--- config.mk ---
export PLATFORM = sky130hd
export DESIGN_NAME = spi_master_word
export DESIGN_NICKNAME = d
export VERILOG_FILES = /design/src/rtl/spi_master_word.sv
export SDC_FILE = /design/constraint.sdc
export NUM_CORES = 1
export LEC_CHECK = 0
export CAP_MARGIN = 20
export CORE_MARGIN = 4
export CORE_UTILIZATION = 58
export DETAILED_ROUTE_END_ITERATION = 8
export HOLD_SLACK_MARGIN = 0.15
export PLACE_DENSITY = 0.82
export SYNTH_ARGS = -nofsm -noshare
export SYNTH_HDL_FRONTEND = slang
export SYNTH_SLANG_ARGS = --single-unit
--- constraint.sdc ---
create_clock -name clk -period 3.9 [get_ports clk]
set_input_delay 0.585 -clock clk [delete_from_list [all_inputs] [get_ports clk]]
set_output_delay 0.585 -clock clk [all_outputs]
set_load 0.02 [all_outputs]
--- src/rtl/spi_master_word.sv ---
// SPI master pulling WIDTH-bit words from a show-ahead FIFO: a word starts on the next ena, wrreq one clk after its last sample; stalls while empty.
// Define SPI_MASTER_CS_GAP_EN to hold n_cs high for CS_GAP bit periods between frames (otherwise one period).
module spi_master_word #(
    parameter int CLK_DIV_EVEN    = 8,
    parameter int WIDTH           = 8,
    parameter int CPOL            = 0,
    parameter int CPHA            = 0,
    parameter int LSB_FIRST       = 0,
    parameter int WORDS_PER_FRAME = 2,
    parameter int CS_GAP          = 1
) (
    input  logic             clk,
    input  logic             rst,
    output logic             sclk,
    output logic             n_cs,
    output logic             mosi,
    input  logic             miso,
    input  logic             empty,
    input  logic [WIDTH-1:0] data_i,
    output logic             rdreq,
    output logic [WIDTH-1:0] miso_data,
    output logic             wrreq,
    output logic             ready
);
    localparam int            CW        = $clog2(CLK_DIV_EVEN);
    localparam int            BW        = $clog2(WIDTH);
    localparam logic [CW-1:0] CNT_LAST  = CW'(CLK_DIV_EVEN - 1);
    localparam logic [CW-1:0] CNT_LEAD  = CW'(CLK_DIV_EVEN / 4 - 1);
    localparam logic [CW-1:0] CNT_TRAIL = CW'(3 * CLK_DIV_EVEN / 4 - 1);
    localparam logic [BW-1:0] BIT_LAST  = BW'(WIDTH - 1);
    localparam logic [7:0]    WPF       = 8'(WORDS_PER_FRAME);
    localparam logic          IDLE_LVL  = (CPOL != 0);

    typedef enum logic [1:0] {
        S_IDLE,
        S_SHIFT
`ifdef SPI_MASTER_CS_GAP_EN
        , S_GAP
`endif
    } state_t;

    state_t           r_state, w_state_nxt;
    logic [CW-1:0]    r_cnt;
    logic [BW-1:0]    r_bit;
    logic [7:0]       r_wcnt;
    logic [WIDTH-1:0] r_tx, r_rx, r_miso_data;
    logic [WIDTH-1:0] w_data_rest, w_tx_rest, w_rx_nxt;
    logic             r_done, r_sclk, r_ncs, r_mosi, r_wrreq;
    logic             w_ena, w_lead, w_trail, w_samp, w_shift;
    logic             w_first_bit, w_tx_bit, w_more, w_load, w_frame_end;

    // Edge events fire one clk early so sclk itself changes as cnt reaches CLK_DIV/4 and 3*CLK_DIV/4.
    assign w_ena   = (r_cnt == CNT_LAST);
    assign w_lead  = (r_cnt == CNT_LEAD);
    assign w_trail = (r_cnt == CNT_TRAIL);
    assign w_samp  = (CPHA == 0) ? w_lead : w_trail;
    assign w_shift = (CPHA == 0) ? w_ena : w_lead;

    assign w_first_bit = (LSB_FIRST != 0) ? data_i[0] : data_i[WIDTH-1];
    assign w_data_rest = (LSB_FIRST != 0) ? (data_i >> 1) : (data_i << 1);
    assign w_tx_bit    = (LSB_FIRST != 0) ? r_tx[0] : r_tx[WIDTH-1];
    assign w_tx_rest   = (LSB_FIRST != 0) ? (r_tx >> 1) : (r_tx << 1);
    assign w_rx_nxt    = (LSB_FIRST != 0) ? {miso, r_rx[WIDTH-1:1]} : {r_rx[WIDTH-2:0], miso};
    assign w_more      = !empty && ((WORDS_PER_FRAME == 0) || (r_wcnt < WPF));

`ifdef SPI_MASTER_CS_GAP_EN
    localparam logic [7:0] GAP_LAST = 8'(CS_GAP - 1);
    logic [7:0] r_gap;

    // GAP covers all but the last gap period; the IDLE ena that starts the next frame is the final one.
    always_ff @(posedge clk or posedge rst) begin
        if (rst)
            r_gap <= 8'd0;
        else if (w_frame_end)
            r_gap <= 8'd1;
        else if (r_state == S_GAP && w_ena)
            r_gap <= r_gap + 8'd1;
    end
`endif

    always_ff @(posedge clk or posedge rst) begin
        if (rst) r_state <= S_IDLE;
        else     r_state <= w_state_nxt;
    end

    always_comb begin
        w_state_nxt = r_state;
        w_load      = 1'b0;
        w_frame_end = 1'b0;
        case (r_state)
            S_IDLE: begin
                if (w_ena && !empty) begin
                    w_load      = 1'b1;
                    w_state_nxt = S_SHIFT;
                end
            end
            S_SHIFT: begin
                if (w_ena && r_done) begin
                    if (w_more) begin
                        w_load = 1'b1;
                    end else begin
                        w_frame_end = 1'b1;
`ifdef SPI_MASTER_CS_GAP_EN
                        w_state_nxt = (CS_GAP > 1) ? S_GAP : S_IDLE;
`else
                        w_state_nxt = S_IDLE;
`endif
                    end
                end
            end
`ifdef SPI_MASTER_CS_GAP_EN
            S_GAP: begin
                if (w_ena && r_gap == GAP_LAST)
                    w_state_nxt = S_IDLE;
            end
`endif
            default: w_state_nxt = S_IDLE;
        endcase
    end

    always_ff @(posedge clk or posedge rst) begin
        if (rst) begin
            r_cnt       <= '0;
            r_sclk      <= IDLE_LVL;
            r_ncs       <= 1'b1;
            r_mosi      <= 1'b0;
            r_wrreq     <= 1'b0;
            r_miso_data <= '0;
            r_tx        <= '0;
            r_rx        <= '0;
            r_bit       <= '0;
            r_done      <= 1'b0;
            r_wcnt      <= '0;
        end else begin
            r_cnt   <= w_ena ? '0 : r_cnt + 1'b1;
            r_wrreq <= 1'b0;

            if (r_state == S_SHIFT && (w_lead || w_trail))
                r_sclk <= ~r_sclk;
            else if (r_state != S_SHIFT)
                r_sclk <= IDLE_LVL;

            if (w_load) begin
                r_ncs  <= 1'b0;
                r_bit  <= '0;
                r_done <= 1'b0;
                r_wcnt <= (r_state == S_IDLE) ? 8'd1 :
                          ((r_wcnt == 8'hFF) ? r_wcnt : r_wcnt + 8'd1);
                // CPHA=0 must present the first bit before the first leading edge.
                if (CPHA == 0) begin
                    r_mosi <= w_first_bit;
                    r_tx   <= w_data_rest;
                end else begin
                    r_tx   <= data_i;
                end
            end else if (w_frame_end) begin
                r_ncs  <= 1'b1;
                r_wcnt <= '0;
                r_done <= 1'b0;
            end else if (r_state == S_SHIFT) begin
                if (w_shift) begin
                    r_mosi <= w_tx_bit;
                    r_tx   <= w_tx_rest;
                end
                if (w_samp) begin
                    r_rx <= w_rx_nxt;
                    if (r_bit == BIT_LAST) begin
                        r_done      <= 1'b1;
                        r_wrreq     <= 1'b1;
                        r_miso_data <= w_rx_nxt;
                    end else begin
                        r_bit <= r_bit + 1'b1;
                    end
                end
            end
        end
    end

    assign sclk      = r_sclk;
    assign n_cs      = r_ncs;
    assign mosi      = r_mosi;
    assign rdreq     = w_load;
    assign wrreq     = r_wrreq;
    assign miso_data = r_miso_data;
    assign ready     = (r_state == S_IDLE);
endmodule

==> metrics.txt, run 1 <==
outcome=finished clean; worst slew margin relative to its limit=64.0%; layout cells sized above 1=between 20% and 30%; final core utilization=74.0%; first-pass GRT wire length=6370 µm; CP Buf/Inv Count=2; Reg power frac=51.5%; IO Port Bufs=25; setup repair after global routing missed its margin=false; met3 WL=217 µm; Post-CTS Setup Bufs=0; number of max-cap violations=0; final period utilization=91.6%; WHS=0.493 ns; Fin Clk Skew=0.00946 ns; Critical Path Start Type=flip-flop; all-layer global routing usage=19.7%; setup violators final=0; Peak Freq=280 MHz; Syn Nets=182; Antenna Nets Post-Route=0; Worst-Skew Late Latency=0.35 ns; Die X=66.1 µm; Post-Syn Instances=164; Comb power frac=21.8%; Placed Area=2240 µm²; vias=1,371; first-iteration detailed-routing DRC count=106; Total Wirelength=about 3600 µm; DR pass1 iterations=4; CTS max path bufs=2; Die Area=4370 µm²; maximum vdd drop=0.000265 V; final hold vios=0; crit path max fanout=13; TritonCTS Buffers=5; power density over the cells=between 400 and 500 nW/µm²; cts repair resizes=0; highest metal used=met4; prevailing post-synth register cell=dfrtp_1; CTS tree=done; FFs w/ async S/R, synth=100%; area delta synth->final=18.4%; clock share of power=between 20% and 30%; post-DP HPWL=2570 µm; global placement routability congestion=0.818; Static Leak=1.03 nW; gr ovfl total=0; measured slew at the worst slew-check pin=0.534 ns; Period minus WS final=~3.6 ns; Sink Count=between 40 and 50; crit-path max cell delay=roughly 0.67 ns; CP Class=reg -> out; Avg Inst Size Synth=11.9 µm²; worst path arrival time=2.99 ns; I/O pins=26; Yosys reg bits=between 40 and 50; via/cell ratio=approximately 5.8; htree depth=2; die height=around 66 µm; Nets=209; NetSw=0.281 mW; setup TNS=0 ns; largest net degree at the start of global routing=43; most common cell after layout, fill and taps aside=dfrtp_1; sequential-to-total area share from yosys stat=a little over half; Finished Cell Area=2320 µm²; critical path endpoint category=primary output; Slew Viols, Final=0; vias in the first global route=roughly 1,400; Power Internal=0.742 mW; worst-path cell chain=ha_1 > ha_1 > inv_2 > or3_1 > nor2_2 > clkdlybuf4s50_1; Core Area=3130 µm²; Yosys cell types=42; min-delay worst type=reg -> reg; Req. time, crit path=3.31 ns; CP dominant cell by count=ha_1; Post-Syn Area=between 1500 and 2000 µm²; initial antenna violation count=0; cell family with most CP delay=simple AND/OR/NAND/NOR gates; Post-synth EDFFs=0; Site Rows=20; DRC=0; Worst-path clk slew=0.11 ns; synth warn=0; most frequent cells in the layout=dfrtp_1, clkdlybuf4s50_1, nor2_1, o21ai_0, mux2_2; Sw Share=27.5%; CTS Root Cell=clkbuf_4; WL met2=1600 µm; Worst path slowest cell=clkdlybuf4s50_1; CTS Hold Bufs=0; drt wl/cell=15.1 µm; Routed met1 length=1680 µm; ANT cells=0; Initial Util=62.6%
## per-stage QoR
step | cells | worst slack (ns) | power, mW
5_1_grt | 236 | 0.127 | 1.09
6_report | 236 | 0.326 | 1.02
2_1_floorplan | 164 | 1.71 | 0.687
4_1_cts | 236 | 0.317 | 1.03
3_5_place_dp | 228 | 0.590 | 0.758
3_3_place_gp | 228 | 0.656 | 0.743
## sequential cells by signal, indices dropped and copies added, names as in the netlist
| name | cells |
|---|---|
| miso_data | 8 |
| r_wcnt | 8 |
| r_rx | 7 |
| r_tx | 7 |
| r_bit | 3 |
| r_cnt | 3 |
| mosi | 1 |
| n_cs | 1 |
| r_done | 1 |
| r_state | 1 |
| sclk | 1 |
| wrreq | 1 |
## kinds of logic (layout without fill, tap and decap cells)
family          after synthesis  after routing  synth area share [%]
compound gates               37             37                  14.2
xor+xnor                      1              1                 0.448
fa+ha+maj                     6              6                  3.84
buf+inv                      12             40                  2.81
flops                        42             42                  53.8
mux                          15             15                  9.97
simple gates                 51             51                  15.0
## routing by layer
layer	vias up	GRT usage [%]
met5	-	0
met3	8	8.33
li1	652	-
met1	680	25.9
met4	0	10.2
met2	31	27.5
## synth_stat cells (2+ instances only)
cell / number / area [µm²]
o221a_2: 7 / 78.8
a21oi_1: 6 / 30.0
nor2b_1: 3 / 18.8
o21ai_0: 12 / 60.1
ha_1: 6 / 75.1
mux2_2: 8 / 90.1
nor3_1: 7 / 35.0
buf_2: 2 / 10.0
clkbuf_1: 3 / 11.3
dfrtp_1: 41 / 1030
nand3_1: 4 / 20.0
nand2_1: 2 / 7.51
inv_1: 4 / 15.0
a31oi_1: 2 / 12.5
a41oi_1: 2 / 17.5
mux2_4: 7 / 105
or3_1: 2 / 12.5
nor4_2: 2 / 25.0
nor2_1: 20 / 75.1
o21a_1: 2 / 15.0
## path summary, 6_finish.rpt
check,startpoint,end,slack (ns),cells after the start
worst min-delay path,r_cnt[0],r_cnt[0],0.49,1
worst max register to register,r_cnt[0],miso_data[1],1.56,6
max in group asynchronous,rst,n_cs,2.89,3
worst min register to register,r_cnt[0],r_cnt[0],0.49,1
min in group asynchronous,rst,r_rx[2],0.64,3
worst max-delay path,r_cnt[0],rdreq,0.33,6
## layout make-up
type                            count  area (µm²)
Multi-Input combinational cell    110         850
Sequential cell                    42        1050
Clock inverter                      2        37.5
Timing Repair Buffer               26         258
Inverter                            6        22.5
Fill cell                         216         812
Clock buffer                        6        41.3
Tap cell                           44        55.1
## power groups by stage
stage               clock, mW  sequential [mW]  combinational (mW)
floorplan                   0            0.531               0.156
global placement            0            0.530               0.213
detailed placement          0            0.534               0.224
CTS                     0.280            0.525               0.226
global route            0.307            0.532               0.247
finish                  0.273            0.527               0.222
(Power assumes the default switching activity.)
==> run 2: changes to the inputs <==
--- a/config.mk
+++ b/config.mk
@@ -5,6 +5,7 @@
 export SDC_FILE = /design/constraint.sdc
 export NUM_CORES = 1
 export LEC_CHECK = 0
+export ABC_AREA = 1
 export CAP_MARGIN = 20
 export CORE_MARGIN = 4
 export CORE_UTILIZATION = 58
==> run 2 against run 1 <==
Compared with the run above:
- via count grew 0.95%
- worst hold slack lost 0.013 ns
- core utilization shrank 0.60 points
- wire length shrank 8.3%
- global-route usage shrank 2.3 points
- clock power is essentially flat
- combinational power grew 36%
- final cell count grew 22%
- sequential power grew 3%
- die area shrank 0.39%
- worst setup slack gained 0.50 ns
- critical path type unchanged
==> metrics.txt, run 2 <==
outcome=finished clean; most common cell after layout, fill and taps aside=nand2_1; Critical Path Start Type=flip-flop; TritonCTS Buffers=5; layout cells sized above 1=11.8%; min-delay worst type=reg -> reg; CTS tree=done; hold depth=1; Site Rows=20; Yosys cell types=23; synth warn=0; FFs w/ async S/R, synth=100%; DR pass1 iterations=4; htree depth=2; number of max-cap violations=0; count leader, synth=nand2_1; Static Leak=between 1 and 1.5 nW; r2r worst-path depth=8; maximum vdd drop=around 0.00031 V; final worst slack=0.821 ns; Nets=between 200 and 300; Req. time, crit path=~3.3 ns; IO Port Bufs=25; CTS Root Cell=clkbuf_4; area delta synth->final=17.9%; Yosys reg bits=42; Sink Count=42; Post-CTS Setup Bufs=0; final period utilization=78.9%; CP Class=reg -> out; Post-synth EDFFs=0; share of Yosys cell area claimed by the top area cell type=between 50% and 60%; Worst-Skew Late Latency=0.35 ns; cts repair resizes=0; Yosys top cell by area=dfrtp_1; Core Area=3130 µm²; crit-path max cell delay=0.60 ns; all-layer global routing usage=17.4%; die height=roughly 66 µm; Worst path slowest cell=clkdlybuf4s50_1; Syn Nets=between 200 and 250; Finished Cell Area=2300 µm²; Die Area=4350 µm²; gr ovfl total=0; Reg power frac=48.6%; Post-Syn Area=1950 µm²; Comb power frac=27.1%; Die X=about 66 µm; Avg Inst Size Synth=9.02 µm²; power density over the cells=486 nW/µm²; Sw Share=31.7%; worst slew margin relative to its limit=66.8%; Setup WS pre-CTS=between 0.8 and 0.9 ns; setup TNS=0 ns; largest net degree at the start of global routing=43; setup violators final=0; CTS max path bufs=2; setup repair after global routing missed its margin=false; DRC=0; Period minus WS final=3.08 ns; Power Internal=approximately 0.76 mW; Placed Area=2220 µm²; Post-Syn Instances=216; vias=roughly 1,400; sequential-to-total area share from yosys stat=54.0%; worst path arrival time=between 2 and 2.5 ns; NetSw=0.353 mW; critical path endpoint category=primary output; via/cell ratio=4.79; Slew Viols, Final=0; Post-synth top cells=nand2_1, dfrtp_1, inv_1; fill count=247; prevailing post-synth register cell=dfrtp_1; top cells by area, synth=dfrtp_1, nand2_1, inv_1; drt wl/cell=between 10 and 15 µm; clock share of power=roughly a quarter; Antenna Nets Post-Route=0; initial antenna violation count=0; crit path max fanout=16; vias in the first global route=1,387; most frequent cells in the layout=nand2_1, dfrtp_1, inv_1, clkdlybuf4s50_1, nor2_1; ANT cells=0; Total Wirelength=3280 µm; first-iteration detailed-routing DRC count=approximately 110; Peak Freq=325 MHz; Worst-path clk slew=0.11 ns; first-pass GRT wire length=approximately 5800 µm; post-DP HPWL=2420 µm; global placement routability congestion=between 0.8 and 0.9; Initial Util=62.3%; WHS=0.479 ns; final hold vios=0; CTS Hold Bufs=0; measured slew at the worst slew-check pin=0.498 ns; worst-path cell chain=ha_1 > ha_1 > inv_2 > o21ai_4 > nand2_4 > inv_4 > nand2_2 > inv_2 > clkdlybuf4s50_1; I/O pins=26; Fin Clk Skew=0.0127 ns
run 2: cell count changes after synthesis, sizes merged, moves of 4 or more:
cell,before,now
nor2b,4,0
o21ai,12,21
mux2,15,0
nand3b,0,7
inv,5,37
nor3,9,1
nand3,4,10
o221a,7,0
nor2,21,13
nand2,2,67
run 2: cell type report:
| cell class | count | area, µm² | share of cell area (%) |
|---|---|---|---|
| clock buffer | 6 | 41.3 | 1.80 |
| tap | 44 | 55.1 | 2.40 |
| timing repair buffer | 26 | 258 | 11.2 |
| sequential | 42 | 1050 | 45.8 |
| multi-input combinational | 132 | 709 | 30.9 |
| inverter | 37 | 144 | 6.26 |
| clock inverter | 2 | 37.5 | 1.63 |
run 2: path summary, 6_finish.rpt:
kind                                from           end  slack (ns)
worst max-delay path            r_cnt[0]         rdreq        0.82
worst min register to register  r_cnt[0]      r_cnt[0]        0.48
min in group asynchronous            rst       r_tx[5]        0.63
max in group asynchronous            rst          n_cs        2.88
worst max register to register  r_cnt[0]  miso_data[2]        1.72
worst min-delay path            r_cnt[0]      r_cnt[0]        0.48
run 2: power by group through the flow:
| stage | combinational, mW | clock, mW | sequential [mW] |
|---|---|---|---|
| floorplan | 0.206 | 0 | 0.560 |
| global placement | 0.290 | 0 | 0.548 |
| detailed placement | 0.303 | 0 | 0.550 |
| CTS | 0.306 | 0.278 | 0.541 |
| global route | 0.345 | 0.297 | 0.549 |
| finish | 0.302 | 0.271 | 0.542 |
run 2: logic make-up (layout without fill, tap and decap cells):
family,after synthesis,in the layout,share of synthesized area [%]
flops,42,42,54.0
buf+inv,42,71,9.57
fa+ha+maj,6,6,3.85
simple gates,100,100,23.3
compound gates,26,26,9.25
run 2: critical path, delay by kind of cell (launching register included):
kind / cells / cell delay (ns)
buf+inv: 4 / 0.92
flops: 1 / 0.40
fa+ha+maj: 2 / 0.37
simple gates: 2 / 0.28
compound gates: 1 / 0.18
run 2: per-layer routing:
layer	share of wire (%)	vias up	GRT usage, %
met5	0	-	0
met4	1.6	0	6.85
met3	3.9	6	5.10
met2	47	24	28.5
met1	48	632	21.5
li1	-	722	-
run 2: stage by stage:
step                std cells  util [%]  power [mW]
floorplan                 216         -       0.766
global placement          281      70.9       0.839
detailed placement        281      70.9       0.853
CTS                       289      73.4        1.13
global route              289      73.4        1.19
finish                    289      73.4        1.12
==> run 3: changes to the inputs <==
--- a/config.mk
+++ b/config.mk
@@ -8,10 +8,10 @@
 export ABC_AREA = 1
 export CAP_MARGIN = 20
 export CORE_MARGIN = 4
-export CORE_UTILIZATION = 58
+export CORE_UTILIZATION = 49
 export DETAILED_ROUTE_END_ITERATION = 8
 export HOLD_SLACK_MARGIN = 0.15
-export PLACE_DENSITY = 0.82
+export PLACE_DENSITY = 0.74
 export SYNTH_ARGS = -nofsm -noshare
 export SYNTH_HDL_FRONTEND = slang
 export SYNTH_SLANG_ARGS = --single-unit
==> constraint.sdc (replaced) <==
create_clock -name clk -period 2.7 [get_ports clk]
set_input_delay 0.405 -clock clk [delete_from_list [all_inputs] [get_ports clk]]
set_output_delay 0.405 -clock clk [all_outputs]
set_load 0.02 [all_outputs]
==> run 3 against run 2 <==
Compared with the run above:
- clock skew is 0.0069 ns lower
- via count is 1.7% higher
- highest routed layer unchanged
- largest cell class unchanged
- largest power group unchanged
- sequential share of layout area fell by 1.3 points
- core utilization decreased by 10 points
- register-to-register slack got worse by 1.0 ns
==> metrics.txt, run 3 (same netlist as run 2, synthesis figures left out) <==
Period minus WS final=2.21 ns; die height=71.1 µm; fill count=354; gr ovfl total=0; setup violators final=0; DR pass1 iterations=4; CTS tree=done; maximum vdd drop=0.000561 V; Worst-Skew Late Latency=around 0.29 ns; initial antenna violation count=0; CTS Root Cell=clkbuf_8; Critical Path Start Type=flip-flop; Worst path slowest cell=dfrtp_1; Pwr Total=around 1.7 mW; Site Rows=22; Req. time, crit path=2.30 ns; measured slew at the worst slew-check pin=a little over 0.5 ns; register area=1050 µm²; setup TNS=0 ns; drt wl/cell=11.6 µm; Die X=between 70 and 80 µm; final period utilization=between 80 and 90%; Static Leak=1.25 nW; outcome=finished clean; ANT cells=0; Peak Freq=452 MHz; Placed Area=2250 µm²; Finished Layout Cells=297; CTS max path bufs=2; post-DP HPWL=roughly 2500 µm; number of max-cap violations=0; Antenna Nets Post-Route=0; first-pass GRT wire length=around 6300 µm; most common cell after layout, fill and taps aside=nand2_1; worst slew margin relative to its limit=65.5%; Core Area=3740 µm²; worst-path cell chain=ha_1 > ha_1 > nand2_1 > nand2_4 > nand2_4 > inv_4 > nand2_2 > inv_2 > dlymetal6s2s_1; layout cells sized above 1=between 10% and 20%; setup repair after global routing missed its margin=false; most frequent cells in the layout=nand2_1, dfrtp_1, inv_1, clkdlybuf4s50_1, nor2_1; area delta synth->final=21.5%; Sink Count=42; power density over the cells=between 700 and 800 nW/µm²; dpl cells=289; IO Port Bufs=25; largest net degree at the start of global routing=43; DRC=0; CTS Hold Bufs=0; Finished Cell Area=between 2000 and 2500 µm²; min-delay worst type=reg -> reg; Slew Viols, Final=0; vias in the first global route=1,441; Die Area=5050 µm²; Initial Util=52.0%; crit-path max cell delay=0.40 ns; global placement routability congestion=0.752; first-iteration detailed-routing DRC count=73; Fin Clk Skew=0.00582 ns; all-layer global routing usage=15.3%; Worst-path clk slew=0.07 ns; Total Wirelength=3450 µm; via/cell ratio=4.74; TritonCTS Buffers=5; CP Class=reg -> out; final hold vios=0; Reg2Reg Setup Slack=0.71 ns; htree depth=2; Nets=around 270; worst path arrival time=1.81 ns; crit path max fanout=5; critical path endpoint category=primary output; Multi-input gate area=709 µm²; I/O pins=26; vias=1,407
run 3: path summary, 6_finish.rpt:
kind,startpoint,to,cells after the start
setup reg to reg,r_cnt[0],miso_data[3],9
setup / recovery,r_cnt[0],rdreq,9
hold reg to reg,sclk,sclk,1
max in group asynchronous,rst,n_cs,3
hold / removal,sclk,sclk,1
min in group asynchronous,rst,r_tx[3],3
run 3: final cells by class:
type                            count  share of cell area [%]
Clock buffer                        6                    3.07
Timing Repair Buffer               30                    12.3
Multi-Input combinational cell    132                    30.0
Tap cell                           48                    2.54
Sequential cell                    42                    44.5
Inverter                           37                    6.08
Clock inverter                      2                    1.59
run 3: report_power, final:
group	switching (mW)	internal [mW]	leakage, nW
clock	0.199	0.276	0.0514
combinational	0.254	0.186	0.662
sequential	0.0543	0.728	0.531
run 3: layer usage:
metal	up-vias	GRT usage, %	wire (µm)
met3	4	5.26	184
met2	25	24.4	1550
met5	-	0	0
met4	0	3.97	26
met1	641	20.1	1690
li1	737	-	-
run 3: metrics by stage:
stage / util [%] / hold slack, ns / setup WS (ns)
finish: 63.2 / 0.462 / 0.485
CTS: 63.1 / 0.467 / 0.111
global route: 63.2 / 0.494 / 0.346
floorplan: - / 0.430 / 0.902
detailed placement: 60.2 / 0.457 / 0.288
global placement: 60.2 / 0.446 / 0.308
run 3: what timing repair did:
item                       4_1_cts  5_1_grt
setup buffers                    0        0
resized for setup                0        1
setup endpoints to repair        0        1
run 3: critical path: cells and delay by family (launching register included):
family / cells / cell delay [ns]
flops: 1 / 0.40
buf+inv: 3 / 0.27
fa+ha+maj: 2 / 0.44
simple gates: 4 / 0.42
